## config.mk

```make
export PLATFORM = sky130hd
export DESIGN_NAME = simmem_wresp_delay_tracker
export DESIGN_NICKNAME = d
export VERILOG_FILES = /design/src/rtl/simmem_wresp_delay_tracker.sv
export SDC_FILE = /design/constraint.sdc
export NUM_CORES = 1
export LEC_CHECK = 0
export ABC_AREA = 1
export CAP_MARGIN = 20
export CORE_MARGIN = 4
export CORE_UTILIZATION = 45
export CTS_CLUSTER_SIZE = 14
export DETAILED_ROUTE_END_ITERATION = 7
export PLACE_DENSITY = 0.65
export SYNTH_ARGS = -nofsm -noshare
export SYNTH_HDL_FRONTEND = slang
export SYNTH_SLANG_ARGS = --single-unit
```

## constraint.sdc

```tcl
create_clock -name clk_i -period 3.07 [get_ports clk_i]
set_input_delay 0.614 -clock clk_i [delete_from_list [all_inputs] [get_ports clk_i]]
set_output_delay 0.614 -clock clk_i [all_outputs]
set_load 0.03 [all_outputs]
```

## src/rtl/simmem_wresp_delay_tracker.sv

```systemverilog
// simmem_wresp_delay_tracker
// Delays write responses of the simulated memory controller by a DRAM-like
// latency. Each accepted write address gets a slot with a down-counter loaded
// from a single-bank open-row cost model; once the counter reaches zero and no
// older request with the same ID is still pending, the ID is offered to the
// write-response bank on the release port.
//
// Request layout: waddr_i = {id, addr}, id in the upper IDWidth bits.
//
// Build option: define SIMMEM_ROW_MODEL_EN to enable the row-buffer cost
// model (hit 10 / closed 55 / miss 105). Without it every request costs
// RowHitCost and no open-row state is kept.

module simmem_wresp_delay_tracker #(
   parameter int NumSlots          = 8,
   parameter int CounterWidth      = 8,
   parameter int IDWidth           = 4,
   parameter int AxAddrWidth       = 16,
   parameter int RowBufferLenWidth = 8,
   localparam int ReqWidth         = IDWidth + AxAddrWidth,
   localparam int OccWidth         = $clog2(NumSlots) + 1
) (
   input  logic                clk_i,
   input  logic                rst_ni,
   input  logic                waddr_valid_i,
   output logic                waddr_ready_o,
   input  logic [ReqWidth-1:0] waddr_i,
   output logic                release_valid_o,
   output logic [IDWidth-1:0]  release_id_o,
   input  logic                release_ready_i,
   output logic [OccWidth-1:0] occupancy_o
);

   localparam int RowHitCost     = 10;
   localparam int PrechargeCost  = 50;
   localparam int ActivationCost = 45;
   localparam int IdxWidth       = $clog2(NumSlots);
   localparam int RowWidth       = AxAddrWidth - RowBufferLenWidth;

   logic [IDWidth-1:0]      req_id;
   logic [AxAddrWidth-1:0]  req_addr;
   logic [CounterWidth-1:0] req_cost;

   logic [NumSlots-1:0]     valid_q, valid_d;
   logic [IDWidth-1:0]      id_q    [NumSlots];
   logic [IDWidth-1:0]      id_d    [NumSlots];
   logic [CounterWidth-1:0] cnt_q   [NumSlots];
   logic [CounterWidth-1:0] cnt_d   [NumSlots];
   // older_q[j][k] set means slot j was already pending when slot k arrived
   logic [NumSlots-1:0]     older_q [NumSlots];
   logic [NumSlots-1:0]     older_d [NumSlots];

   logic [NumSlots-1:0]     elig;
   logic                    rel_any;
   logic [IdxWidth-1:0]     rel_idx;
   logic [IdxWidth-1:0]     alloc_idx;
   logic                    accept;
   logic                    release_fire;
   logic [OccWidth-1:0]     occ;

   assign req_id   = waddr_i[ReqWidth-1 -: IDWidth];
   assign req_addr = waddr_i[AxAddrWidth-1:0];

`ifdef SIMMEM_ROW_MODEL_EN
   logic [RowWidth-1:0] req_row;
   logic [RowWidth-1:0] open_row_q;
   logic                row_open_q;
   logic                unused_addr_bits;

   assign req_row          = req_addr[AxAddrWidth-1:RowBufferLenWidth];
   assign unused_addr_bits = ^req_addr[RowBufferLenWidth-1:0];

   // Cost of the incoming request against the single open row.
   always_comb begin
      if (!row_open_q) begin
         req_cost = CounterWidth'(ActivationCost + RowHitCost);
      end else if (req_row == open_row_q) begin
         req_cost = CounterWidth'(RowHitCost);
      end else begin
         req_cost = CounterWidth'(PrechargeCost + ActivationCost + RowHitCost);
      end
   end

   // Every accepted access leaves its row open.
   always_ff @(posedge clk_i or negedge rst_ni) begin
      if (!rst_ni) begin
         row_open_q <= 1'b0;
         open_row_q <= '0;
      end else if (accept) begin
         row_open_q <= 1'b1;
         open_row_q <= req_row;
      end
   end
`else
   logic unused_addr_bits;

   assign unused_addr_bits = ^req_addr;
   assign req_cost         = CounterWidth'(RowHitCost);
`endif

   // Full only when every slot is valid; a same-cycle release does not help.
   assign waddr_ready_o = ~&valid_q;
   assign accept        = waddr_valid_i && waddr_ready_o;
   assign release_fire  = rel_any && release_ready_i;

   // Lowest-index free slot for allocation.
   always_comb begin
      alloc_idx = '0;
      for (int i = NumSlots - 1; i >= 0; i--) begin
         if (!valid_q[i]) alloc_idx = IdxWidth'(i);
      end
   end

   // A slot is eligible once its counter is spent and no older same-ID slot remains.
   always_comb begin
      for (int k = 0; k < NumSlots; k++) begin
         elig[k] = valid_q[k] && (cnt_q[k] == '0);
         for (int j = 0; j < NumSlots; j++) begin
            if (valid_q[j] && older_q[j][k] && (id_q[j] == id_q[k])) elig[k] = 1'b0;
         end
      end
   end

   // Lowest-index eligible slot drives the release port.
   always_comb begin
      rel_idx = '0;
      for (int i = NumSlots - 1; i >= 0; i--) begin
         if (elig[i]) rel_idx = IdxWidth'(i);
      end
   end

   assign rel_any         = |elig;
   assign release_valid_o = rel_any;
   assign release_id_o    = rel_any ? id_q[rel_idx] : '0;

   // Occupancy is the population count of valid slots.
   always_comb begin
      occ = '0;
      for (int i = 0; i < NumSlots; i++) begin
         occ = occ + OccWidth'(valid_q[i]);
      end
   end

   assign occupancy_o = occ;

   // Next-state: count down, then apply accept, then release (release last so
   // an aging bit set against the departing slot is wiped in the same cycle).
   always_comb begin
      valid_d = valid_q;
      older_d = older_q;
      for (int k = 0; k < NumSlots; k++) begin
         id_d[k]  = id_q[k];
         cnt_d[k] = (valid_q[k] && (cnt_q[k] != '0)) ? cnt_q[k] - CounterWidth'(1) : cnt_q[k];
      end
      if (accept) begin
         valid_d[alloc_idx] = 1'b1;
         id_d[alloc_idx]    = req_id;
         cnt_d[alloc_idx]   = req_cost - CounterWidth'(1);
         for (int j = 0; j < NumSlots; j++) begin
            older_d[j][alloc_idx] = valid_q[j];
         end
         older_d[alloc_idx] = '0;
      end
      if (release_fire) begin
         valid_d[rel_idx] = 1'b0;
         older_d[rel_idx] = '0;
         for (int j = 0; j < NumSlots; j++) begin
            older_d[j][rel_idx] = 1'b0;
         end
      end
   end

   // Slot state registers.
   always_ff @(posedge clk_i or negedge rst_ni) begin
      if (!rst_ni) begin
         valid_q <= '0;
         for (int i = 0; i < NumSlots; i++) begin
            id_q[i]    <= '0;
            cnt_q[i]   <= '0;
            older_q[i] <= '0;
         end
      end else begin
         valid_q <= valid_d;
         for (int i = 0; i < NumSlots; i++) begin
            id_q[i]    <= id_d[i];
            cnt_q[i]   <= cnt_d[i];
            older_q[i] <= older_d[i];
         end
      end
   end

endmodule

```

# ---- Word-level counts from Yosys, hierarchy flattened
# Index checks and enable logic that the tools add are counted.
dict set report word_totals {
  regBits 168
  input_bits 24
  elab_cells 401
}
dict set report classes {
  addsub 15
  n_lt_le_gt_ge 8
  n_eq_ne 56
  mux 116
  bitwise_logic 20
  n_reduce_logical 161
}
# cell n
set op_table {}
lappend op_table {{$eq 4x4->1} 56}
lappend op_table {{$mux 64} 3}
lappend op_table {{$logic_and 1x1->1} 142}
lappend op_table {{$and 64x64->64} 2}
lappend op_table {{$not 64->64} 2}
lappend op_table {{$mux 8} 12}
lappend op_table {{$and 8x8->8} 9}
lappend op_table {{$mux 1} 66}
lappend op_table {{$bwmux 8} 8}
lappend op_table {{$logic_not 8->1} 8}
lappend op_table {{$reduce_bool 8->1} 8}
lappend op_table {{$sub 8x1->8 const B} 8}
lappend op_table {{$and 48x48->48} 1}
lappend op_table {{$demux 8 s3} 2}
lappend op_table {{$mux 3} 16}
lappend op_table {{$not 48->48} 1}
lappend op_table {{$bwmux 32} 1}
lappend op_table {{$add 4x1->4} 4}
lappend op_table {{$mux 4} 4}
lappend op_table {{$or 16x16->16} 1}
lappend op_table {{$bmux 4 s3} 1}
lappend op_table {{$demux 4 s3} 1}
lappend op_table {{$ge 4x4->1 const B} 2}
lappend op_table {{$lt 3x4->1 const B} 2}
lappend op_table {{12 further kinds} 16}

# ---- Longest topological paths before layout
# Gate-level depths: netlist of the first run.
dict set report depth {
  depth_word 27
  depth_mapped 23
  depth_no_buf 21
}

# ---- Worst setup path after synthesis of the first run
# OpenSTA, ideal clock, no wires.
dict set report synth_timing {
  path_type {reg2out}
  start {register valid_q[0]}
  end {output occupancy_o[2]}
  arrival_time_ns 2.989
  t_required_ns 2.456
  slack_ns -0.533
  stages_incl_launch_ff 9
  path_buffers 0
  cell_sequence {dfrtp_1 fa_1 inv_1 fa_1 fa_1 inv_1 ha_1 fa_1 xor2_1}
}
dict set report synth_via {
  elab_chain_cells 7
}
# item line
set synth_rtl {}
lappend synth_rtl {{start: declaration} 44} ;# logic [NumSlots-1:0] valid_q, valid_d;
lappend synth_rtl {{start signal: assignment} 183} ;# valid_q <= valid_d;
lappend synth_rtl {{$add 1x1->2} 140} ;# occ = occ + OccWidth'(valid_q[i]);
lappend synth_rtl {{$add 2x1->3} 140}
lappend synth_rtl {{$add 3x1->4} 140}
lappend synth_rtl {{$add 4x1->4 (4 in series)} 140}
lappend synth_rtl {{end: declaration} 31} ;# output logic [OccWidth-1:0] occupancy_o
# Every way passes these cells.

# ---- Worst setup path after layout of the first run
# Same ends and word-level chain as after synthesis.

==> metrics.md, run 1 <==
| Metric | Value |
|---|---|
| Clk_lat worst skew | `around 0.43 ns` |
| CP dominant cell by count | `fa_1` |
| Multiplexer share of the synthesized area | `0%` |
| Total power | `18.32 mW` |
| Fin area | `14110 um2` |
| Vias in the first global route | `10220` |
| Startpoint Class | `flip-flop` |
| Pint | `9.527 mW` |
| Initial Utilization | `45.85%` |
| Post-synth EDFFs | `0` |
| Fmax | `256.3 MHz` |
| Post-synthesis cell count | `roughly 1500` |
| Die Height | `around 160 um` |
| Syn Area/Cell | `7.347 um2` |
| Peak VDD IR | `2.581 mV` |
| Post-route minimum period | `3.902 ns` |
| Maxcap violations | `0` |
| Slowest stage delay, CP | `0.53 ns` |
| Die area | `26460 um2` |
| Final Skew | `0.009742 ns` |
| Clk slew on worst S/H paths | `0.08 ns` |
| Clock Path Buffers | `2` |
| Drt pass-1 iters | `5` |
| WL/cell | `~18 um` |
| Diode count | `0` |
| Leak | `7.265 nW` |
| Sink Count | `168` |
| CTS tree | `done` |
| CTS buffer count | `17` |
| Fraction of registers with async set/reset | `100.0%` |
| Crit share post-route | `127.1%` |
| Largest net degree at the start of global routing | `around 100` |
| GRT Total Usage | `27.47%` |
| Simple-gate share of the synthesized area | `31.59%` |
| XOR/XNOR share of the synthesized area | `7.487%` |
| Crit Path Max Fanout | `2` |
| First-pass GRT wire length | `56610 um` |
| Sw Pwr | `between 8 and 9 mW` |
| Cell Rows | `56` |
| Drt total wl | `35740 um` |
| # DRC | `0` |
| Place WS | `-0.4256 ns` |
| Post-route setup slack | `-0.8315 ns` |
| Distinct cells, synth | `48` |
| Hpwl dp | `25940 um` |
| Status | `complete, but fails checks` |
| Core Util, Final | `about three fifths` |
| Worst min path class | `input port to asynchronous set/reset pin` |
| Vias per inst | `5.223` |
| Final-report setup violation count | `12` |
| IO Port Bufs | `17` |
| Sw frac | `a little under half` |
| Reg2Reg Setup Slack | `-0.03 ns` |
| Slew margin rel. | `roughly three fifths` |
| FF+latch count, synth | `168` |
| Seq/Total Area, Yosys | `between 30% and 40%` |
| Initial antenna violation count | `0` |
| Largest family of logic cells by synthesized area | `simple AND/OR/NAND/NOR gates` |
| R2R depth | `22` |
| Core outline area | `roughly 23000 um2` |
| Gpl congestion | `roughly 1` |
| Worst endpoint required time | `approximately 2.5 ns` |
| Worst-path cell chain | `fa_1 > inv_1 > fa_1 > fa_1 > inv_2 > ha_4 > fa_2 > xor2_4 > buf_6` |
| Nets | `1729` |
| Final Max Slew Viols | `0` |
| Vias | `10530` |
| Clock tree root driver cell | `clkbuf_16` |
| Mapped cell area | `10760 um2` |
| Htree depth | `4` |
| Syn nets | `1510` |
| Violated checks | `negative setup slack` |
| Synth Area in Compound Gates | `8.824%` |
| Post-route ant nets | `0` |
| Share of cells above drive strength 1 | `29.35%` |
| Die X | `162.7 um` |
| RSZ-0062 raised after global routing | `true` |
| Critical-path top delay cell | `fa_1` |
| Fin. Hold Viols | `0` |
| Area grow syn2layout | `31.11%` |
| Clock power frac | `11.9%` |
| Synth Warn # | `0` |
| Seq pwr share | `23.5%` |
| Worst Setup End Kind | `output pin` |
| Ys flop type | `dfrtp_1` |
| Slew @ Worst Pin | `just over 0.6 ns` |
| CP arrival | `3.29 ns` |
| Number of top-level pins | `34` |
| Total gr overflow | `0` |
| Combinational share of power | `64.6%` |
| Area share of fa/ha/maj cells after synthesis | `2.720%` |
| Power density of the placed cells | `1298 nW/um2` |
| Placed instance area | `~13000 um2` |
| Starting DRT DRC Count | `approximately 900` |
| Critical setup path kind | `flip-flop to output pin` |
[layer usage]
metal	global-route usage (%)	routed length, um	vias to the layer above
met5	0	0	-
met4	9.264	1346	0
met3	5.340	2616	75
met2	43.58	16360	417
met1	37.99	15420	4991
li1	-	-	5046
[power by group through the flow]
stage	Sequential, mW	Clock, mW	Combinational, mW
2_1_floorplan	3.76	0	6.76
5_1_grt	4.44	2.31	13.0
4_1_cts	4.26	2.22	11.1
3_3_place_gp	4.27	0	10.1
6_report	4.31	2.18	11.8
3_5_place_dp	4.30	0	10.3
[cells by family after synthesis]
group | count (synthesis)
adder cells (fa/ha/maj) | 21
AND/OR/NAND/NOR | 758
flip-flops | 168
AO/OA/AOI/OAI | 170
XOR/XNOR | 92
buffers and inverters | 256
[worst max-delay path: cells and delay by family, from the launching register on]
| family | cells | cell delay [ns] |
|---|---|---|
| XOR/XNOR | 1 | 0.16 |
| adder cells (fa/ha/maj) | 5 | 2.04 |
| buffers and inverters | 3 | 0.24 |
| flip-flops | 1 | 0.40 |
[state kept, by name, summed over array words and instances, names as in the netlist]
| signal | cells |
|---|---|
| cnt_q | 64 |
| older_q | 64 |
| id_q | 32 |
| valid_q | 8 |
[repair_timing]
action / CTS / global route
pin swaps: 25 / 71
setup buffers: 19 / 25
gates cloned: 3 / 0
endpoints found under the setup margin: 48 / 48
resized for setup: 69 / 115
hold buffers: 0 / 0
[layout by cell type, fill, tap and decap left out, drive strengths merged]
| cell type | instances |
|---|---|
| nand2 | 407 |
| buf | 251 |
| inv | 200 |
| nor2 | 197 |
| dfrtp | 168 |
| o21ai | 100 |
| xor2 | 78 |
| nand3 | 48 |
| nor3 | 43 |
| a21oi | 39 |
| nand4 | 32 |
| o211ai | 21 |
| clkbuf | 18 |
| ha | 17 |
| nand3b | 15 |
| xnor2 | 14 |
| clkinv | 8 |
| nor4 | 7 |
| clkdlybuf4s50 | 7 |
| a211oi | 6 |
| or2 | 5 |
| fa | 4 |
| and3 | 3 |
| nor3b | 2 |
| and2 | 1 |
| or3 | 1 |
| o21ba | 1 |
| o31ai | 1 |
| a22oi | 1 |
| o21bai | 1 |
| clkinvlp | 1 |
[synth_stat cells, drive strengths merged (3+ instances only)]
cell type  instances  share of area [%]
nor3              43                2.4
ha                17                2.0
and3               3               0.17
nor2             196                7.9
dfrtp            168                 39
xnor2             14                1.1
buf               49                3.0
o21ai            100                4.8
nand2            405                 15
a21oi             39                1.8
nor4               7               0.41
a211oi             6               0.42
o211ai            21                1.5
inv              193                6.8
nand3             48                2.2
clkbuf            12               0.42
xor2              78                6.3
nand3b            15                1.0
nand4             32                1.9
or2                5               0.29
fa                 4               0.74
[through the flow]
| stage | TNS [ns] | hold WS (ns) | cells |
|---|---|---|---|
| 6_report | -5.073 | 0.08800 | 2016 |
| 3_5_place_dp | -3.831 | 0.4487 | 1940 |
| 2_1_floorplan | -0.5857 | 0.3184 | 1465 |
| 3_3_place_gp | -4.703 | 0.4417 | 1940 |
| 4_1_cts | -4.834 | 0.1035 | 1994 |
| 5_1_grt | -7.547 | 0.1111 | 2016 |
[cell type report]
type	instances	area, um2
Clock inverter	14	156.4
Tap cell	319	399.1
Timing Repair Buffer	258	2147
Multi-Input combinational cell	1044	5979
Fill cell	2126	9361
Clock buffer	18	439.2
Inverter	195	757.0
Sequential cell	168	4233
[worst paths after layout]
kind / startpoint / end
max: valid_q[0] / occupancy_o[2]
min: rst_ni / cnt_q[26]
max reg2reg: id_q[14] / older_q[27]
min reg2reg: older_q[21] / older_q[21]
max in group asynchronous: rst_ni / id_q[22]
min in group clk_i: older_q[21] / older_q[21]
(Power assumes the default switching activity.)
==> run 2: changes to the inputs <==
GPL_TIMING_DRIVEN = 0   (was not set)
==> metrics.md, run 2 (synthesized netlist as in run 1, its figures left out) <==
| Metric | Value |
|---|---|
| Number of top-level pins | `34 (unchanged)` |
| Power density of the placed cells | `1296 nW/um2 (was 1298 nW/um2)` |
| Core outline area | `23470 um2 (unchanged)` |
| Hold Buf Count CTS | `0 (unchanged)` |
| Slew margin rel. | `57.48% (was 59.45%)` |
| Commonest non-fill, non-tap cell in the layout | `nand2_1 (unchanged)` |
| Vias | `10010 (was 10530)` |
| CTS buffer count | `17 (unchanged)` |
| Cell Rows | `56 (unchanged)` |
| R2R Path Start | `valid_q[0] (was id_q[14])` |
| Core Util, Final | `55.26% (was 60.12%)` |
| Diode count | `0 (unchanged)` |
| Worst r2r dst | `older_q[37] (was older_q[27])` |
| Status | `complete, but fails checks (unchanged)` |
| Largest net degree at the start of global routing | `119 (was 103)` |
| Total gr overflow | `0 (unchanged)` |
| Crit Path Max Fanout | `2 (unchanged)` |
| Clock Path Buffers | `2 (unchanged)` |
| Hpwl dp | `23490 um (was 25940 um)` |
| Nets | `1596 (was 1729)` |
| Die X | `162.7 um (unchanged)` |
| Vias per inst | `5.314 (was 5.223)` |
| Slowest stage delay, CP | `0.52 ns (was 0.53 ns)` |
| R2R depth | `20 (was 22)` |
| Most frequent cells in the layout | `368 x nand2_1, 164 x dfrtp_1, 147 x inv_1 (was 360 x nand2_1, 216 x buf_4, 156 x nor2_1)` |
| Worst endpoint required time | `2.46 ns (about the same)` |
| Gpl congestion | `0.9527 (was 0.9718)` |
| Final Skew | `0.01271 ns (was 0.009742 ns)` |
| Post-route minimum period | `3.921 ns (was 3.902 ns)` |
| Peak VDD IR | `2.336 mV (was 2.581 mV)` |
| Met2 layer usage reported by global route | `38.67% (was 43.58%)` |
| CP arrival | `3.31 ns (was 3.29 ns)` |
| Crit share post-route | `127.7% (was 127.1%)` |
| GRT Max-Usage Layer | `met2 (unchanged)` |
| Initial antenna violation count | `1 (was 0)` |
| # DRC | `0 (unchanged)` |
| Violated checks | `negative setup slack (unchanged)` |
| Worst Setup End Kind | `output pin (unchanged)` |
| Drt pass-1 iters | `8 (was 5)` |
| Sink Count | `168 (unchanged)` |
| Slew @ Worst Pin | `0.6378 ns (was 0.6083 ns)` |
| Clk slew on worst S/H paths | `0.07 ns (was 0.08 ns)` |
| Setup TNS Final | `-4.663 ns (was -5.073 ns)` |
| Place WS | `-1.035 ns (was -0.4256 ns)` |
| Met3 Use GR | `5.416% (was 5.340%)` |
| Maxcap violations | `0 (unchanged)` |
| Initial Utilization | `45.85% (unchanged)` |
| Clk_lat worst skew | `0.44 ns (was 0.43 ns)` |
| Startpoint Class | `flip-flop (unchanged)` |
| Fin area | `12970 um2 (was 14110 um2)` |
| Reg2Reg Setup Slack | `0.17 ns (was -0.03 ns)` |
| Post-route ant nets | `0 (unchanged)` |
| Met1 GRT Util | `35.85% (was 37.99%)` |
| Drt total wl | `33530 um (was 35740 um)` |
| Largest regs | `cnt_q (64), older_q (64), id_q (32) (unchanged)` |
| Crit. Startpoint | `valid_q[1] (was valid_q[0])` |
| Critical-path top delay cell | `fa_1 (unchanged)` |
| IO Port Bufs | `17 (unchanged)` |
| Vias in the first global route | `9544 (was 10220)` |
| Htree depth | `4 (unchanged)` |
| Die area | `26460 um2 (unchanged)` |
| Critical path endpoint | `occupancy_o[2] (unchanged)` |
| Share of cells above drive strength 1 | `21.74% (was 29.35%)` |
| CTS tree | `done (unchanged)` |
| Clock tree root driver cell | `clkbuf_16 (unchanged)` |
| RSZ-0062 raised after global routing | `true (unchanged)` |
| Starting DRT DRC Count | `1026 (was 898)` |
| Leak | `6.572 nW (was 7.265 nW)` |
| GRT Total Usage | `25.59% (was 27.47%)` |
| Critical setup path kind | `flip-flop to output pin (unchanged)` |
| Final Max Slew Viols | `0 (unchanged)` |
| WL/cell | `17.80 um (was 17.73 um)` |
| Worst-path cell chain | `fa_1 > inv_1 > fa_1 > fa_1 > inv_2 > ha_4 > fa_2 > xor2_4 > buf_6 (unchanged)` |
| Fill cells | `2199 (was 2126)` |
| CP dominant cell by count | `fa_1 (unchanged)` |
| Die Height | `162.7 um (unchanged)` |
| Worst min path class | `input port to asynchronous set/reset pin (unchanged)` |
| Fmax | `255.0 MHz (was 256.3 MHz)` |
| Final-report setup violation count | `9 (was 12)` |
| Placed instance area | `11390 um2 (was 12530 um2)` |
| First-pass GRT wire length | `52380 um (was 56610 um)` |
| Post-route setup slack | `-0.8509 ns (was -0.8315 ns)` |
| Fin. Hold Viols | `0 (unchanged)` |
| Total power | `16.82 mW (was 18.32 mW)` |
| Area grow syn2layout | `20.52% (was 31.11%)` |
-- run 2: cell count changes in the layout (fill, tap and decap cells not counted), sizes merged --
cell,previous run,this run
buf,251,108
bufinv,0,1
clkbuf,18,31
clkdlybuf4s50,7,6
clkinv,8,6
clkinvlp,1,2
dlymetal6s2s,0,1
nand2,407,405
nor2,197,196
-- run 2: layer usage --
| metal | vias up | share of wire [%] |
|---|---|---|
| met3 | 93 | 8.8 |
| met5 | - | 0.039 |
| met1 | 4687 | 43 |
| met2 | 446 | 44 |
| met4 | 2 | 4.0 |
| li1 | 4779 | - |
-- run 2: power by group --
| part | switching [mW] | internal, mW |
|---|---|---|
| clock network | 1.01 | 1.14 |
| logic | 6.70 | 3.99 |
| registers | 0.682 | 3.29 |
-- run 2: area by class of cell --
type	count	area (um2)	share of cell area (%)
Clock buffer	18	429.2	3.309
Clock inverter	14	138.9	1.071
Sequential cell	168	4209	32.45
Tap cell	319	399.1	3.077
Timing Repair Buffer	68	640.6	4.939
Multi-Input combinational cell	1041	5906	45.53
Buffer	60	450.4	3.473
Inverter	195	798.3	6.154
-- run 2: critical path, delay by kind of cell, from the launching register on --
kind / cells / cell delay, ns
adders and majority gates: 5 / 2.01
DFF: 1 / 0.47
buffers and inverters: 3 / 0.24
xor gates and xnor gates: 1 / 0.16
-- run 2: worst min path at each step --
stage	slack [ns]	startpoint	end	depth (start not counted)
6_report	0.08	rst_ni	cnt_q[42]	1
5_1_grt	0.11	rst_ni	cnt_q[42]	1
4_1_cts	0.1	rst_ni	older_q[33]	1
3_5_place_dp	0.45	older_q[21]	older_q[21]	2
3_3_place_gp	0.44	older_q[21]	older_q[21]	2
2_1_floorplan	0.32	rst_ni	cnt_q[0]	0
-- run 2: timing repair --
item / 4_1_cts / 5_1_grt
hold endpoints to repair: 0 / 0
cloned: 1 / 1
resized for setup: 142 / 105
setup buffers: 33 / 15
pin swaps: 34 / 49
endpoints found under the setup margin: 9 / 59
-- run 2: per-stage QoR --
stage                     hold WS (ns)  std cells
final                          0.08069       1883
after global routing            0.1061       1883
after CTS                      0.09572       1868
after global placement          0.4424       1801
after floorplan                 0.3184       1465
after detailed placement        0.4461       1802
